===== config.mk =====
export PLATFORM = sky130hd
export DESIGN_NAME = regs_multi
export DESIGN_NICKNAME = d
export VERILOG_FILES = /design/src/rtl/regs_pkg.sv /design/src/rtl/regs_port_bank.sv /design/src/rtl/regs_multi.sv
export SDC_FILE = /design/constraint.sdc
export NUM_CORES = 1
export LEC_CHECK = 0
export CORE_MARGIN = 2
export CORE_UTILIZATION = 40
export CTS_CLUSTER_DIAMETER = 100
export DETAILED_ROUTE_END_ITERATION = 8
export HOLD_SLACK_MARGIN = 0.05
export PLACE_DENSITY = 0.85
export SLEW_MARGIN = 10
export SYNTH_ARGS = -nofsm -noshare
export SYNTH_HDL_FRONTEND = slang
export SYNTH_SLANG_ARGS = --single-unit

===== constraint.sdc =====
create_clock -name clk -period 3.1 [get_ports clk]
set_input_delay 0.62 -clock clk [delete_from_list [all_inputs] [get_ports clk]]
set_output_delay 0.62 -clock clk [all_outputs]
set_load 0.005 [all_outputs]

===== src/rtl/regs_pkg.sv =====
// Shared definitions for the multi-port register block: handshake states,
// register offsets within a port bank, field positions and the INT_STATUS address.
package regs_pkg;

    typedef enum logic [1:0] {
        ST_IDLE,
        ST_ACK,
        ST_WAIT_LOW
    } hs_state_t;

    // Each port owns two consecutive addresses: CTRL then STATUS
    localparam int unsigned REGS_PER_PORT = 2;
    localparam int unsigned CTRL_OFFSET   = 0;
    localparam int unsigned STATUS_OFFSET = 1;

    // CTRL fields
    localparam int unsigned CTRL_EN_BIT = 0;
    localparam int unsigned CTRL_ID_LSB = 1;

    // STATUS fields
    localparam int unsigned ST_ERR_BIT  = 0;
    localparam int unsigned ST_IDLE_BIT = 1;
    localparam int unsigned ST_IEN_BIT  = 2;

    // INT_STATUS sits directly after the last port bank
    function automatic int unsigned int_status_addr(input int unsigned num_ports);
        return REGS_PER_PORT * num_ports;
    endfunction

endpackage


===== src/rtl/regs_port_bank.sv =====
// One port's CTRL/STATUS register pair: enable, port_id, sticky error with
// write-1-to-clear, interrupt enable, and the read-data view of both registers.
module regs_port_bank
    import regs_pkg::*;
#(
    parameter int                   PORT_ID_W = 4,
    parameter logic [PORT_ID_W-1:0] RESET_ID  = '0
) (
    input  logic                 clk,
    input  logic                 reset,
    input  logic                 ctrl_we,
    input  logic                 status_we,
    input  logic [PORT_ID_W:0]   ctrl_wdata,
    input  logic [2:0]           status_wdata,
    input  logic                 err_evt,
    input  logic                 idle,
    output logic                 enable,
    output logic [PORT_ID_W-1:0] port_id,
    output logic                 err_sticky,
    output logic                 err_int_en,
    output logic [31:0]          ctrl_rd,
    output logic [31:0]          status_rd
);

    // CTRL register: enable and port_id
    always_ff @(posedge clk) begin
        if (reset) begin
            enable  <= 1'b0;
            port_id <= RESET_ID;
        end else if (ctrl_we) begin
            enable  <= ctrl_wdata[CTRL_EN_BIT];
            port_id <= ctrl_wdata[CTRL_ID_LSB +: PORT_ID_W];
        end
    end

    // STATUS register: sticky error (a new event beats a W1C clear) and interrupt enable
    always_ff @(posedge clk) begin
        if (reset) begin
            err_sticky <= 1'b0;
            err_int_en <= 1'b0;
        end else begin
            if (err_evt) begin
                err_sticky <= 1'b1;
            end else if (status_we && status_wdata[ST_ERR_BIT]) begin
                err_sticky <= 1'b0;
            end
            if (status_we) begin
                err_int_en <= status_wdata[ST_IEN_BIT];
            end
        end
    end

    // Read views; reserved bits read as zero, idle is the live input
    always_comb begin
        ctrl_rd                             = '0;
        ctrl_rd[CTRL_EN_BIT]                = enable;
        ctrl_rd[CTRL_ID_LSB +: PORT_ID_W]   = port_id;
        status_rd                           = '0;
        status_rd[ST_ERR_BIT]               = err_sticky;
        status_rd[ST_IDLE_BIT]              = idle;
        status_rd[ST_IEN_BIT]               = err_int_en;
    end

endmodule


===== src/rtl/regs_multi.sv =====
// Multi-port control/status register block on a req/ack register bus.
// Holds the handshake FSM, address decode, global read mux and irq summary;
// per-port storage lives in regs_port_bank.
module regs_multi
    import regs_pkg::*;
#(
    parameter int NUM_PORTS          = 4,
    parameter int ADDR_SIZE_P        = 4,
    parameter int PORT_ID_W          = 4,
    parameter int RESET_PORT_ID_BASE = 0
) (
    input  logic                           clk,
    input  logic                           reset,
    input  logic [ADDR_SIZE_P-1:0]         addr,
    input  logic                           rd_wr,
    input  logic                           req,
    input  logic [31:0]                    write_val,
    output logic [31:0]                    read_val,
    output logic                           ack,
    output logic                           resp_err,
    input  logic [NUM_PORTS-1:0]           cfg_ctrl_err,
    input  logic [NUM_PORTS-1:0]           cfg_ctrl_idle,
    output logic [NUM_PORTS-1:0]           cfg_port_enable,
    output logic [NUM_PORTS*PORT_ID_W-1:0] cfg_port_id,
    output logic                           irq
);

    localparam logic [ADDR_SIZE_P-1:0] INT_ADDR = ADDR_SIZE_P'(int_status_addr(NUM_PORTS));

    hs_state_t              state;
    logic                   wr_go;
    logic                   mapped;
    logic [31:0]            rd_mux;
    logic [NUM_PORTS-1:0]   ctrl_we;
    logic [NUM_PORTS-1:0]   status_we;
    logic [NUM_PORTS-1:0]   err_sticky;
    logic [NUM_PORTS-1:0]   err_int_en;
    logic [NUM_PORTS-1:0]   int_bits;
    logic [31:0]            ctrl_rd   [NUM_PORTS];
    logic [31:0]            status_rd [NUM_PORTS];
    logic                   unused_wdata;

    assign unused_wdata = ^write_val[31:PORT_ID_W+1];

    // The write commits on the same edge that enters ACK, so no request capture registers are needed
    assign wr_go = (state == ST_IDLE) && req && !rd_wr;

    for (genvar p = 0; p < NUM_PORTS; p++) begin : g_port
        localparam logic [PORT_ID_W-1:0] RID = PORT_ID_W'(RESET_PORT_ID_BASE + p);

        regs_port_bank #(
            .PORT_ID_W (PORT_ID_W),
            .RESET_ID  (RID)
        ) u_bank (
            .clk          (clk),
            .reset        (reset),
            .ctrl_we      (ctrl_we[p]),
            .status_we    (status_we[p]),
            .ctrl_wdata   (write_val[PORT_ID_W:0]),
            .status_wdata (write_val[2:0]),
            .err_evt      (cfg_ctrl_err[p]),
            .idle         (cfg_ctrl_idle[p]),
            .enable       (cfg_port_enable[p]),
            .port_id      (cfg_port_id[p*PORT_ID_W +: PORT_ID_W]),
            .err_sticky   (err_sticky[p]),
            .err_int_en   (err_int_en[p]),
            .ctrl_rd      (ctrl_rd[p]),
            .status_rd    (status_rd[p])
        );
    end

    assign int_bits = err_sticky & err_int_en;
    assign irq      = |int_bits;

    // Address decode: per-port write strobes, read data and mapped flag
    always_comb begin
        ctrl_we   = '0;
        status_we = '0;
        rd_mux    = '0;
        mapped    = 1'b0;
        for (int unsigned i = 0; i < NUM_PORTS; i++) begin
            if (addr == ADDR_SIZE_P'(REGS_PER_PORT*i + CTRL_OFFSET)) begin
                ctrl_we[i] = wr_go;
                rd_mux     = ctrl_rd[i];
                mapped     = 1'b1;
            end
            if (addr == ADDR_SIZE_P'(REGS_PER_PORT*i + STATUS_OFFSET)) begin
                status_we[i] = wr_go;
                rd_mux       = status_rd[i];
                mapped       = 1'b1;
            end
        end
        if (addr == INT_ADDR) begin
            rd_mux[NUM_PORTS-1:0] = int_bits;
            mapped                = 1'b1;
        end
    end

    // Handshake FSM with registered ack/resp_err/read_val; read_val only updates on reads
    always_ff @(posedge clk) begin
        if (reset) begin
            state    <= ST_IDLE;
            ack      <= 1'b0;
            resp_err <= 1'b0;
            read_val <= '0;
        end else begin
            case (state)
                ST_IDLE: begin
                    if (req) begin
                        state    <= ST_ACK;
                        ack      <= 1'b1;
                        resp_err <= ~mapped;
                        if (rd_wr) begin
                            read_val <= rd_mux;
                        end
                    end
                end
                ST_ACK: begin
                    ack   <= 1'b0;
                    state <= req ? ST_WAIT_LOW : ST_IDLE;
                end
                ST_WAIT_LOW: begin
                    if (!req) begin
                        state <= ST_IDLE;
                    end
                end
                default: begin
                    state <= ST_IDLE;
                    ack   <= 1'b0;
                end
            endcase
        end
    end

endmodule

# After elaboration in Yosys (flattened, before gate mapping)
# Index checks and enable logic that the tools add are counted.
[word_totals]
in_bits = 48
word_cells = 93
reg_bits = 64
output_inout_bits = 55
[classes]
n_bitwise = 3
eq_ne = 12
n_mux = 40
reduce_logical = 18
[op_table]
columns = ["cell", "n"]
rows = [
  ["$mux 32", 7],
  ["$mux 1", 26],
  ["$eq 4x3->1 const B", 4],
  ["$eq 4x2->1 const B", 2],
  ["$reduce_bool 2->1", 4],
  ["$logic_and 1x1->1", 6],
  ["$mux 2", 3],
  ["$pmux 2 s3", 1],
  ["$reduce_and 2->1", 3],
  ["$mux 5", 1],
  ["$and 4x4->4", 1],
  ["$eq 4x1->1 const B", 1],
  ["$eq 4x4->1 const B", 1],
  ["$logic_not 4->1", 1],
  ["$mux 4", 1],
  ["$ne 2x2->1 const B", 2],
  ["$reduce_or 4->1", 1],
  ["$reduce_and 3->1", 1],
  ["$eq 2x1->1 const B", 1],
  ["$eq 2x2->1 const B", 1],
  ["$logic_not 2->1", 1],
  ["$not 1->1", 2],
  ["$pmux 1 s2", 1],
  ["$logic_not 1->1", 1],
]

# Longest topological paths before layout
# Gate-level depths: netlist of the first run.
[logic_depth]
ltp_word = 11
depth_mapped = 7
depth_no_buf = 5

# Modules after synthesis
# Synthesis of the first run repeated with hierarchy kept, for this count alone.
[unflattened]
cells_unflattened = 834
area_unflattened_um2 = 6663.9
[by_module_without_submodules]
columns = ["module", "instances", "cells_each", "seq_area_each_um2", "area_per_inst_um2"]
rows = [
  ["regs_multi", 1, 482, 720.7, 3719.8],
  ["regs_port_bank at g_port[1].u_bank ...", 2, 88, 140.1, 738.2],
  ["regs_port_bank at g_port[0].u_bank", 1, 88, 140.1, 734.5],
  ["regs_port_bank at g_port[3].u_bank", 1, 88, 140.1, 733.2],
]

# Worst setup path after synthesis of the first run
# No wires, ideal clock.
[synth_path]
path_kind = "input to register"
start = "input addr[0]"
end = "register read_val[0]"
setup_slack_ns = 1.227
t_arrival_ns = 1.759
setup_time_ns = 0.114
t_required_ns = 2.986
path_buffers = 1
cell_stages = 6
path_cell_list = "buf_4 > mux4_2 > nor3b_1 > o22ai_1 > a2111oi_0 > a21o_1"
[synth_between]
elab_chain_cells = 10
word_cells_on_any_way = 18
cone_classes = "eq/ne: 8; mux: 9; reduce/logical: 1"
[synth_lines]
columns = ["element", "line", "rtl"]
rows = [
  ["start: declaration", "regs_multi.sv:14", "input logic [ADDR_SIZE_P-1:0] addr,"],
  ["$logic_not 4->1", "regs_multi.sv:82", "if (addr == ADDR_SIZE_P'(REGS_PER_PORT*i + CTRL_OFFSET)) begin"],
  ["$mux 5", "regs_multi.sv:82", ""],
  ["$mux 32", "regs_multi.sv:87", "if (addr == ADDR_SIZE_P'(REGS_PER_PORT*i + STATUS_OFFSET)) begin"],
  ["$mux 32", "regs_multi.sv:82", ""],
  ["$mux 32", "regs_multi.sv:87", ""],
  ["$mux 32", "regs_multi.sv:82", ""],
  ["$mux 32", "regs_multi.sv:87", ""],
  ["$mux 32", "regs_multi.sv:82", ""],
  ["$mux 32", "regs_multi.sv:87", ""],
  ["$mux 4 *", "regs_multi.sv:93", "if (addr == INT_ADDR) begin"],
  ["end signal: assignment", "regs_multi.sv:114", "read_val <= rd_mux;"],
  ["end: declaration", "regs_multi.sv:18", "output logic [31:0] read_val,"],
]
# Every way passes the cells marked *; elsewhere a longest branch is shown, timed or not.
# A chain may end at the register's enable or synchronous reset.

# Worst setup path after layout of the first run
[layout_path]
start = "input req"
end = "register g_port[1].u_bank.enable"
[layout_between]
elab_chain_cells = 3
[layout_lines]
columns = ["element", "line", "rtl"]
rows = [
  ["start: declaration", "regs_multi.sv:16", "input logic req,"],
  ["$logic_and 1x1->1 (2 in series)", "regs_multi.sv:46", "assign wr_go = (state == ST_IDLE) && req && !rd_wr;"],
  ["$mux 1", "regs_multi.sv:82", ""],
  ["end signal: assignment", "regs_port_bank.sv:31", "enable <= ctrl_wdata[CTRL_EN_BIT];"],
  ["end: declaration", "regs_port_bank.sv:17", "output logic enable,"],
]
# No other way between the ends.

==> results of run 1 <==
layout by cell type, fill, tap and decap left out, types with 2 or more instances in the layout:
| cell | n |
|---|---|
| clkdlybuf4s50_1 | 48 |
| buf_4 | 10 |
| o22ai_1 | 2 |
| mux2i_1 | 4 |
| nand3b_1 | 6 |
| mux4_2 | 2 |
| conb_1 | 27 |
| nor2b_1 | 4 |
| nor3b_1 | 4 |
| a21o_1 | 2 |
| o21ai_0 | 3 |
| a21oi_1 | 31 |
| nand3_1 | 31 |
| dfxtp_1 | 37 |
| o211ai_1 | 3 |
| nor3_1 | 4 |
| nor2_1 | 19 |
| nand2_1 | 39 |
| or3_1 | 2 |
| nand2b_1 | 3 |
| inv_1 | 2 |
| nand4_1 | 2 |
| a22oi_1 | 2 |
| clkbuf_8 | 5 |
final timing paths:
kind	endpoint	cells past startpoint	slack [ns]
setup / recovery	g_port[1].u_bank.enable	6	0.69
hold / removal	resp_err	2	0.46
setup reg to reg	g_port[1].u_bank.enable	5	1.14
hold reg to reg	resp_err	2	0.46
kinds of logic (layout without fill, tap and decap cells):
family / count (synthesis) / in the layout / synth area share
xor gates and xnor gates: 1 / 1 / 0.00420
AOI/OAI and AO/OA: 54 / 54 / 0.157
and+or+nand+nor: 118 / 118 / 0.283
other: 1 / 27 / 0.00180
buffers and inverters: 51 / 68 / 0.159
muxes: 6 / 6 / 0.0408
DFF: 37 / 37 / 0.355
layout make-up:
class                   count  area (um^2)  share of cell area
multi-input cells         206         1110               0.425
flip-flops and latches     37          741               0.283
clock buffers               6         72.6              0.0278
inverters                   2         7.51             0.00287
repair buffers             58          556               0.213
well taps                  70         87.6              0.0335
clock inverters             2         38.8              0.0148
registers in the layout (all words and copies together), names as in the netlist:
signal,flops
g_port.u_bank.port_id,16
g_port.u_bank.err_sticky,4
state,2
ack,1
g_port.u_bank.enable,4
resp_err,1
g_port.u_bank.err_int_en,4
read_val,5
stage by stage:
| step | power (mW) | instances | util | hold WS (ns) |
|---|---|---|---|---|
| 2_1_floorplan | 0.615 | 294 | - | 0.446 |
| 3_3_place_gp | 0.651 | 373 | 0.493 | 0.439 |
| 3_5_place_dp | 0.654 | 373 | 0.493 | 0.443 |
| 4_1_cts | 1.07 | 381 | 0.515 | 0.459 |
| 5_1_grt | 1.10 | 381 | 0.515 | 0.484 |
| 6_report | 1.06 | 381 | 0.515 | 0.457 |
worst register-to-register path, stage by stage, from the launching register on:
cell and delay, ns:
dfxtp_1 0.34, or3b_1 0.52, nor4_4 0.49, nand2_1 0.27, nand2_1 0.13, a21oi_1 0.07
cells in the mapped netlist (2+ instances only):
| cell type | count |
|---|---|
| a21o_1 | 2 |
| a21oi_1 | 31 |
| a22oi_1 | 2 |
| buf_2 | 9 |
| buf_4 | 32 |
| clkbuf_1 | 6 |
| dfxtp_1 | 37 |
| inv_1 | 2 |
| mux2i_1 | 4 |
| mux4_2 | 2 |
| nand2_1 | 39 |
| nand2b_1 | 3 |
| nand3_1 | 31 |
| nand3b_1 | 6 |
| nand4_1 | 2 |
| nor2_1 | 19 |
| nor2b_1 | 4 |
| nor3_1 | 4 |
| nor3b_1 | 4 |
| o211ai_1 | 3 |
| o21ai_0 | 3 |
| o22ai_1 | 2 |
| or3_1 | 2 |
power groups by stage:
stage          registers, mW  logic (mW)  clock network (mW)
6_report               0.496       0.149               0.416
3_5_place_dp           0.507       0.147                   0
2_1_floorplan          0.505       0.110                   0
4_1_cts                0.496       0.148               0.425
3_3_place_gp           0.507       0.144                   0
5_1_grt                0.498       0.163               0.443
routing by layer:
layer	vias to the layer above	GRT usage	wire [um]
met5	-	0	0
met4	0	0.0600	70
met3	8	0.0557	548
met2	100	0.290	2480
met1	949	0.244	2220
li1	960	-	-
==> flow_metrics.tcl, run 1 <==
set metrics [dict create \
    outcome "finished clean" \
    syn_area_mm2 0.00209 \
    post-place-ws_ns 0.408 \
    synth_edf_count 0 \
    powerDensity_mw_per_mm2 406 \
    syn_area_per_cell_um2 7.78 \
    p_seq_frac 0.468 \
    rsz0062_at_grt "no" \
    ys_types 42 \
    synth_ff_type "dfxtp_1" \
    die_w_um 76.2 \
    post_cts_buffers 0 \
    yosysTopAreaCell "dfxtp_1" \
    cts_max_level 2 \
    grt_antenna_before_repair 0 \
    slew_headroom 0.598 \
    ys_seq_area_frac 0.355 \
    cts_sinks 37 \
    p_int_mw 0.796 \
    path_common_cell "nand2_1" \
    numCtsBuffers 5 \
    finalHoldViolCount 0 \
    period_share 0.777 \
    finalSetupViolCount 0 \
    drtIter0Drc 201 \
    path_max_fanout 10 \
    power.switching_mw 0.265 \
    required_ns 3.25 \
    ir_worst_vdd_v 0.000202 \
    arrival_ns 2.56 \
    maxSlewViolCount 0 \
    fin_area_mm2 0.00261 \
    num_vias 2017 \
    ctsResizeCount 0 \
    maxCapViolCount 0 \
    fin_ws_ns 0.692 \
    p_clk_frac 0.392 \
    clock_skew_ns 0.00956 \
    viasPerCell 5.29 \
    tightest_slew_ns 0.588 \
    diodes 0 \
    area_growth_pct 25.3 \
    dr.pass1.iters 4 \
    clk_latency_ns 0.29 \
    start_kind "input port" \
    drc 0 \
    die-height_um 76.2 \
    critPathKind "in2reg" \
    fillers 485 \
    path_buf_inv 1 \
    grt_overflow 0 \
    end_kind "flip-flop" \
    ant_nets 0 \
    cts_hold_buf 0 \
    initial_core_util 0.411 \
    timing.rr.start "state[0]" \
    fin_setup_tns_ns 0 \
    max_freq_mhz 415 \
    grt_pass1_wl_um 8810 \
    crit_slowest_cell "or3b_1" \
    yosys_warnings 0 \
    grt_start_max_net_pins 26 \
    async_flop_share 0 \
    syn_inst 268 \
    synth_seq_cells 37 \
    ys_top_cells_by_area "dfxtp_1, buf_4, a21oi_1, nand3_1, nand2_1" \
    placed_cell_area_mm2 0.00250 \
    hold_class "reg2reg" \
    cp_top_family "simple AND/OR/NAND/NOR gates" \
    nNetsFinal 358 \
    wl_um 5310 \
    gp_congestion 0.933 \
    die-area_mm2 0.00581 \
    hp-start "resp_err" \
    core-area_mm2 0.00507 \
    io_pins 103 \
    rows 26 \
    grt_usage 0.185 \
    hpwl_um 3950 \
    comb_power_share 0.141 \
    p_leak_nw 0.983 \
    fin_crit_ns 2.41 \
    avgRoutedWirePerCell_um 13.9 \
    cts_tree "done" \
    path_clk_slew_ns 0.07 \
    cts_max_path_buffers 2 \
    cp_slowest_stage_delay_ns 0.50 \
    switching_share 0.250 \
    cts_root_buffer "clkbuf_8" \
    grt_pass1_vias 1840 \
    cp_cell_sequence "clkdlybuf4s50_1 > or3b_1 > nor4_4 > nand2_1 > nand2_1 > a21oi_1" \
    port_buffers 48 \
    startpoint "req" \
    synth_top_area_share 0.355 \
    drive_gt1_frac 0.0675 \
]
Power figures use the tool's default switching activity.
==> inputs of run 2 (changes only) <==
clock period = 2.45 ns   (was 3.1 ns; I/O delays follow)
==> flow_metrics.tcl, run 2 (synthesis results as in run 1) <==
set metrics [dict create \
    outcome "finished clean" \
    cts_root_buffer "clkbuf_8" \
    largest-register "g_port.u_bank.port_id" \
    rows 26 \
    hp-start "read_val[0]" \
    drc 0 \
    finalHoldViolCount 0 \
    p_seq_frac 0.463 \
    largest_reg_flops 16 \
    p_int_mw 1.01 \
    start_kind "input port" \
    r2r_end "g_port[3].u_bank.enable" \
    hold_end "read_val[0]" \
    num_vias 1992 \
    grt_overflow 0 \
    p_leak_nw 1.02 \
    drive_gt1_frac 0.0881 \
    slew_headroom 0.615 \
    cts_tree "done" \
    comb_power_share 0.147 \
    arrival_ns 2.35 \
    power.switching_mw 0.342 \
    end_kind "flip-flop" \
    rsz0062_at_grt "no" \
    io_pins 103 \
    worstRegToRegCells 5 \
    ir_worst_vdd_v 0.000217 \
    placed_cell_area_mm2 0.00257 \
    clk_latency_ns 0.30 \
    fin_setup_tns_ns 0 \
    path_clk_slew_ns 0.07 \
    required_ns 2.69 \
    ctsResizeCount 0 \
    grt_usage 0.189 \
    fin_area_mm2 0.00268 \
    drtIter0Drc 218 \
    wl_um 5560 \
    fin_ws_ns 0.337 \
    grt_antenna_before_repair 0 \
    viasPerCell 5.13 \
    tightest_slew_ns 0.562 \
    post-place-ws_ns 0.0943 \
    powerDensity_mw_per_mm2 507 \
    nNetsFinal 365 \
    cts_max_level 2 \
    hpwl_um 4070 \
    diodes 0 \
    power_mw 1.36 \
    cts_hold_buf 0 \
    maxSlewViolCount 0 \
    avgRoutedWirePerCell_um 14.3 \
    timing.rr.start "state[0]" \
    dr.pass1.iters 5 \
    postLayoutCoreUtil 0.528 \
    maxCapViolCount 0 \
    fin_crit_ns 2.11 \
    initial_core_util 0.411 \
    cts_sinks 37 \
    path_max_fanout 15 \
    final_common_cell "clkdlybuf4s50_1" \
    die_w_um 76.2 \
    core-area_mm2 0.00507 \
    switching_share 0.252 \
    period_share 0.862 \
    max_freq_mhz 473 \
    gp_congestion 0.888 \
    grt_pass1_wl_um 8890 \
    mostFrequentLayoutCells "clkdlybuf4s50_1, nand2_1, dfxtp_1" \
    finalSetupViolCount 0 \
    numCtsBuffers 5 \
    hold_class "reg2reg" \
    r2r_slack_ns 0.71 \
    cts_max_path_buffers 2 \
    grt_start_max_net_pins 28 \
    critPathKind "in2reg" \
    area_growth_pct 28.4 \
    post_cts_buffers 0 \
    clock_skew_ns 0.00966 \
    p_clk_frac 0.390 \
    ant_nets 0 \
    reg_top3 "g_port.u_bank.port_id x16, read_val x5" \
    grt_pass1_vias 1853 \
    hold_path_depth 1 \
    port_buffers 48 \
    die-area_mm2 0.00581 \
    die-height_um 76.2 \
]
-- run 2: changes by cell type in the layout (fill, tap and decap cells not counted) --
cell    delta
buf_4      +6
buf_12     +1
-- run 2: worst max path at each step --
stage	cells after the start	to	slack, ns	startpoint
after floorplan	6	read_val[0]	0.71	addr[0]
after global placement	7	read_val[2]	0.13	addr[0]
after detailed placement	7	read_val[0]	0.09	addr[1]
after CTS	7	read_val[0]	0.39	addr[1]
after global routing	7	read_val[0]	0.19	addr[1]
final	7	read_val[0]	0.34	addr[1]
-- run 2: through the flow --
| stage | hold WS (ns) | cells |
|---|---|---|
| after floorplan | 0.446 | 294 |
| after global placement | 0.438 | 380 |
| after detailed placement | 0.438 | 380 |
| after CTS | 0.454 | 388 |
| after global routing | 0.468 | 388 |
| final | 0.449 | 388 |
-- run 2: metal layers --
layer / share of wire / global-route usage
met2: 0.45 / 0.279
met1: 0.45 / 0.258
met4: 0.015 / 0.0836
met3: 0.080 / 0.0498
met5: 0 / 0
-- run 2: power by group through the flow --
stage	registers (mW)	clock network (mW)	logic [mW]
after floorplan	0.639	0	0.139
after global placement	0.641	0	0.194
after detailed placement	0.642	0	0.196
after CTS	0.628	0.542	0.198
after global routing	0.630	0.570	0.216
final	0.628	0.529	0.200
-- run 2: worst max-delay path, stage by stage --
cell             delay [ns]
clkdlybuf4s50_1        0.57
buf_4                  0.25
nand2_1                0.09
nor2_1                 0.14
a22oi_1                0.10
a2111oi_0              0.57
a21o_1                 0.13
-- run 2: layout make-up --
cell class	instances	area, um^2
inverter	2	7.51
tap	70	87.6
timing repair buffer	65	621
fill	495	2400
sequential	37	741
clock inverter	2	38.8
multi-input combinational	206	1110
clock buffer	6	72.6
==> inputs of run 3 (changes only) <==
ABC_CLOCK_PERIOD_IN_PS = 2450   (was not set)
REMOVE_ABC_BUFFERS = 1   (was not set)
==> flow_metrics.tcl, run 3 (synthesis results as in run 1) <==
set metrics [dict create \
    fin_cells 389 \
    die_w_um 76.2 \
    hold_path_depth 2 \
    max_freq_mhz 485 \
    viasPerCell 5.20 \
    hold_class "reg2reg" \
    finalSetupViolCount 0 \
    period_share 0.842 \
    initial_core_util 0.411 \
    p_leak_nw 1.03 \
    die-height_um 76.2 \
    finalHoldViolCount 0 \
    maxCapViolCount 0 \
    end_kind "flip-flop" \
    core-area_mm2 0.00507 \
    post_cts_buffers 0 \
    grt_overflow 0 \
    nNetsFinal 366 \
    final_common_cell "clkdlybuf4s50_1" \
    p_clk_frac 0.400 \
    rows 26 \
    fillers 498 \
    r2r_slack_ns 0.71 \
    cts_max_path_buffers 2 \
    cp_slowest_stage_delay_ns 0.49 \
    dr.pass1.iters 4 \
    diodes 0 \
    startpoint "req" \
    ctsResizeCount 0 \
    ir_worst_vdd_v 0.000237 \
    cts_max_level 2 \
    fin_crit_ns 2.06 \
    wl_um 5680 \
    switching_share 0.245 \
    largest_reg_flops 16 \
    fin_setup_tns_ns 0 \
    drive_gt1_frac 0.0909 \
    worstRegToRegCells 6 \
    post-place-ws_ns 0.0966 \
    r2r_end "g_port[1].u_bank.port_id[1]" \
    path_common_cell "nand2_1" \
    clock_skew_ns 0.00472 \
    hpwl_um 4260 \
    maxSlewViolCount 0 \
    arrival_ns 2.24 \
    grt_antenna_before_repair 0 \
    placed_cell_area_mm2 0.00257 \
    crit_slowest_cell "or3b_1" \
    powerDensity_mw_per_mm2 512 \
    dp_cells 381 \
    avgRoutedWirePerCell_um 14.6 \
    io_pins 103 \
    mostFrequentLayoutCells "clkdlybuf4s50_1, nand2_1, dfxtp_1" \
    cts_hold_buf 0 \
    drc 0 \
    hold_end "resp_err" \
    fin_area_mm2 0.00269 \
    critPathKind "in2reg" \
    area_growth_pct 29.0 \
    p_seq_frac 0.455 \
    largest-register "g_port.u_bank.port_id" \
    grt_pass1_vias 1864 \
    comb_power_share 0.145 \
    required_ns 2.62 \
    grt_usage 0.194 \
    postLayoutCoreUtil 0.530 \
    clk_latency_ns 0.29 \
    power.switching_mw 0.338 \
    cts_sinks 37 \
    hp-start "resp_err" \
    grt_start_max_net_pins 21 \
    cts_root_buffer "clkbuf_8" \
    port_buffers 48 \
    cp_cell_sequence "clkdlybuf4s50_1 > or3b_1 > nor4_4 > buf_12 > nand2_1 > nand2_1 > a21oi_1" \
    grt_pass1_wl_um 9110 \
    reg_top3 "g_port.u_bank.port_id x16, read_val x5" \
    start_kind "input port" \
    outcome "finished clean" \
    rsz0062_at_grt "no" \
    die-area_mm2 0.00581 \
    gp_congestion 0.883 \
    fin_ws_ns 0.386 \
    ant_nets 0 \
    path_clk_slew_ns 0.07 \
    timing.rr.start "state[0]" \
    p_int_mw 1.04 \
    cts_tree "done" \
    path_max_fanout 17 \
    drtIter0Drc 92 \
    numCtsBuffers 5 \
    num_vias 2023 \
]
==> run 3: through the flow <==
| step | hold WS [ns] | total power [mW] |
|---|---|---|
| 6_report | 0.454 | 1.38 |
| 3_5_place_dp | 0.446 | 0.838 |
| 5_1_grt | 0.480 | 1.43 |
| 4_1_cts | 0.457 | 1.38 |
| 3_3_place_gp | 0.439 | 0.835 |
| 2_1_floorplan | 0.442 | 0.717 |
==> run 3: layout make-up <==
class	count	area (um^2)	area share
Multi-Input combinational cell	206	1110	0.413
Sequential cell	37	741	0.275
Timing Repair Buffer	66	628	0.233
Tap cell	70	87.6	0.0325
Clock buffer	7	86.3	0.0321
Clock inverter	1	30.0	0.0112
Inverter	2	7.51	0.00279
==> run 3: power by group through the flow <==
stage | logic, mW | clock network, mW | registers (mW)
floorplan | 0.0773 | 0 | 0.640
global placement | 0.193 | 0 | 0.641
detailed placement | 0.196 | 0 | 0.642
CTS | 0.197 | 0.554 | 0.628
global route | 0.216 | 0.582 | 0.630
finish | 0.200 | 0.551 | 0.628
==> run 3: worst max-delay path by stage <==
stage	to	slack (ns)
5_1_grt	g_port[1].u_bank.port_id[3]	0.28
6_report	g_port[1].u_bank.port_id[1]	0.39
2_1_floorplan	g_port[1].u_bank.port_id[0]	0.50
4_1_cts	g_port[1].u_bank.enable	0.39
3_5_place_dp	g_port[1].u_bank.port_id[2]	0.1
3_3_place_gp	g_port[1].u_bank.port_id[0]	0.13
==> run 3: worst max-delay path, delay by kind of cell <==
| family | cells | cell delay (ns) |
|---|---|---|
| and+or+nand+nor | 4 | 1.01 |
| buffers and inverters | 2 | 0.66 |
| AOI/OAI and AO/OA | 1 | 0.07 |
==> run 3: per-layer routing <==
layer	share of wire	global-route usage
met4	0.026	0.0782
met1	0.43	0.246
met2	0.47	0.320
met5	0	0
met3	0.071	0.0415
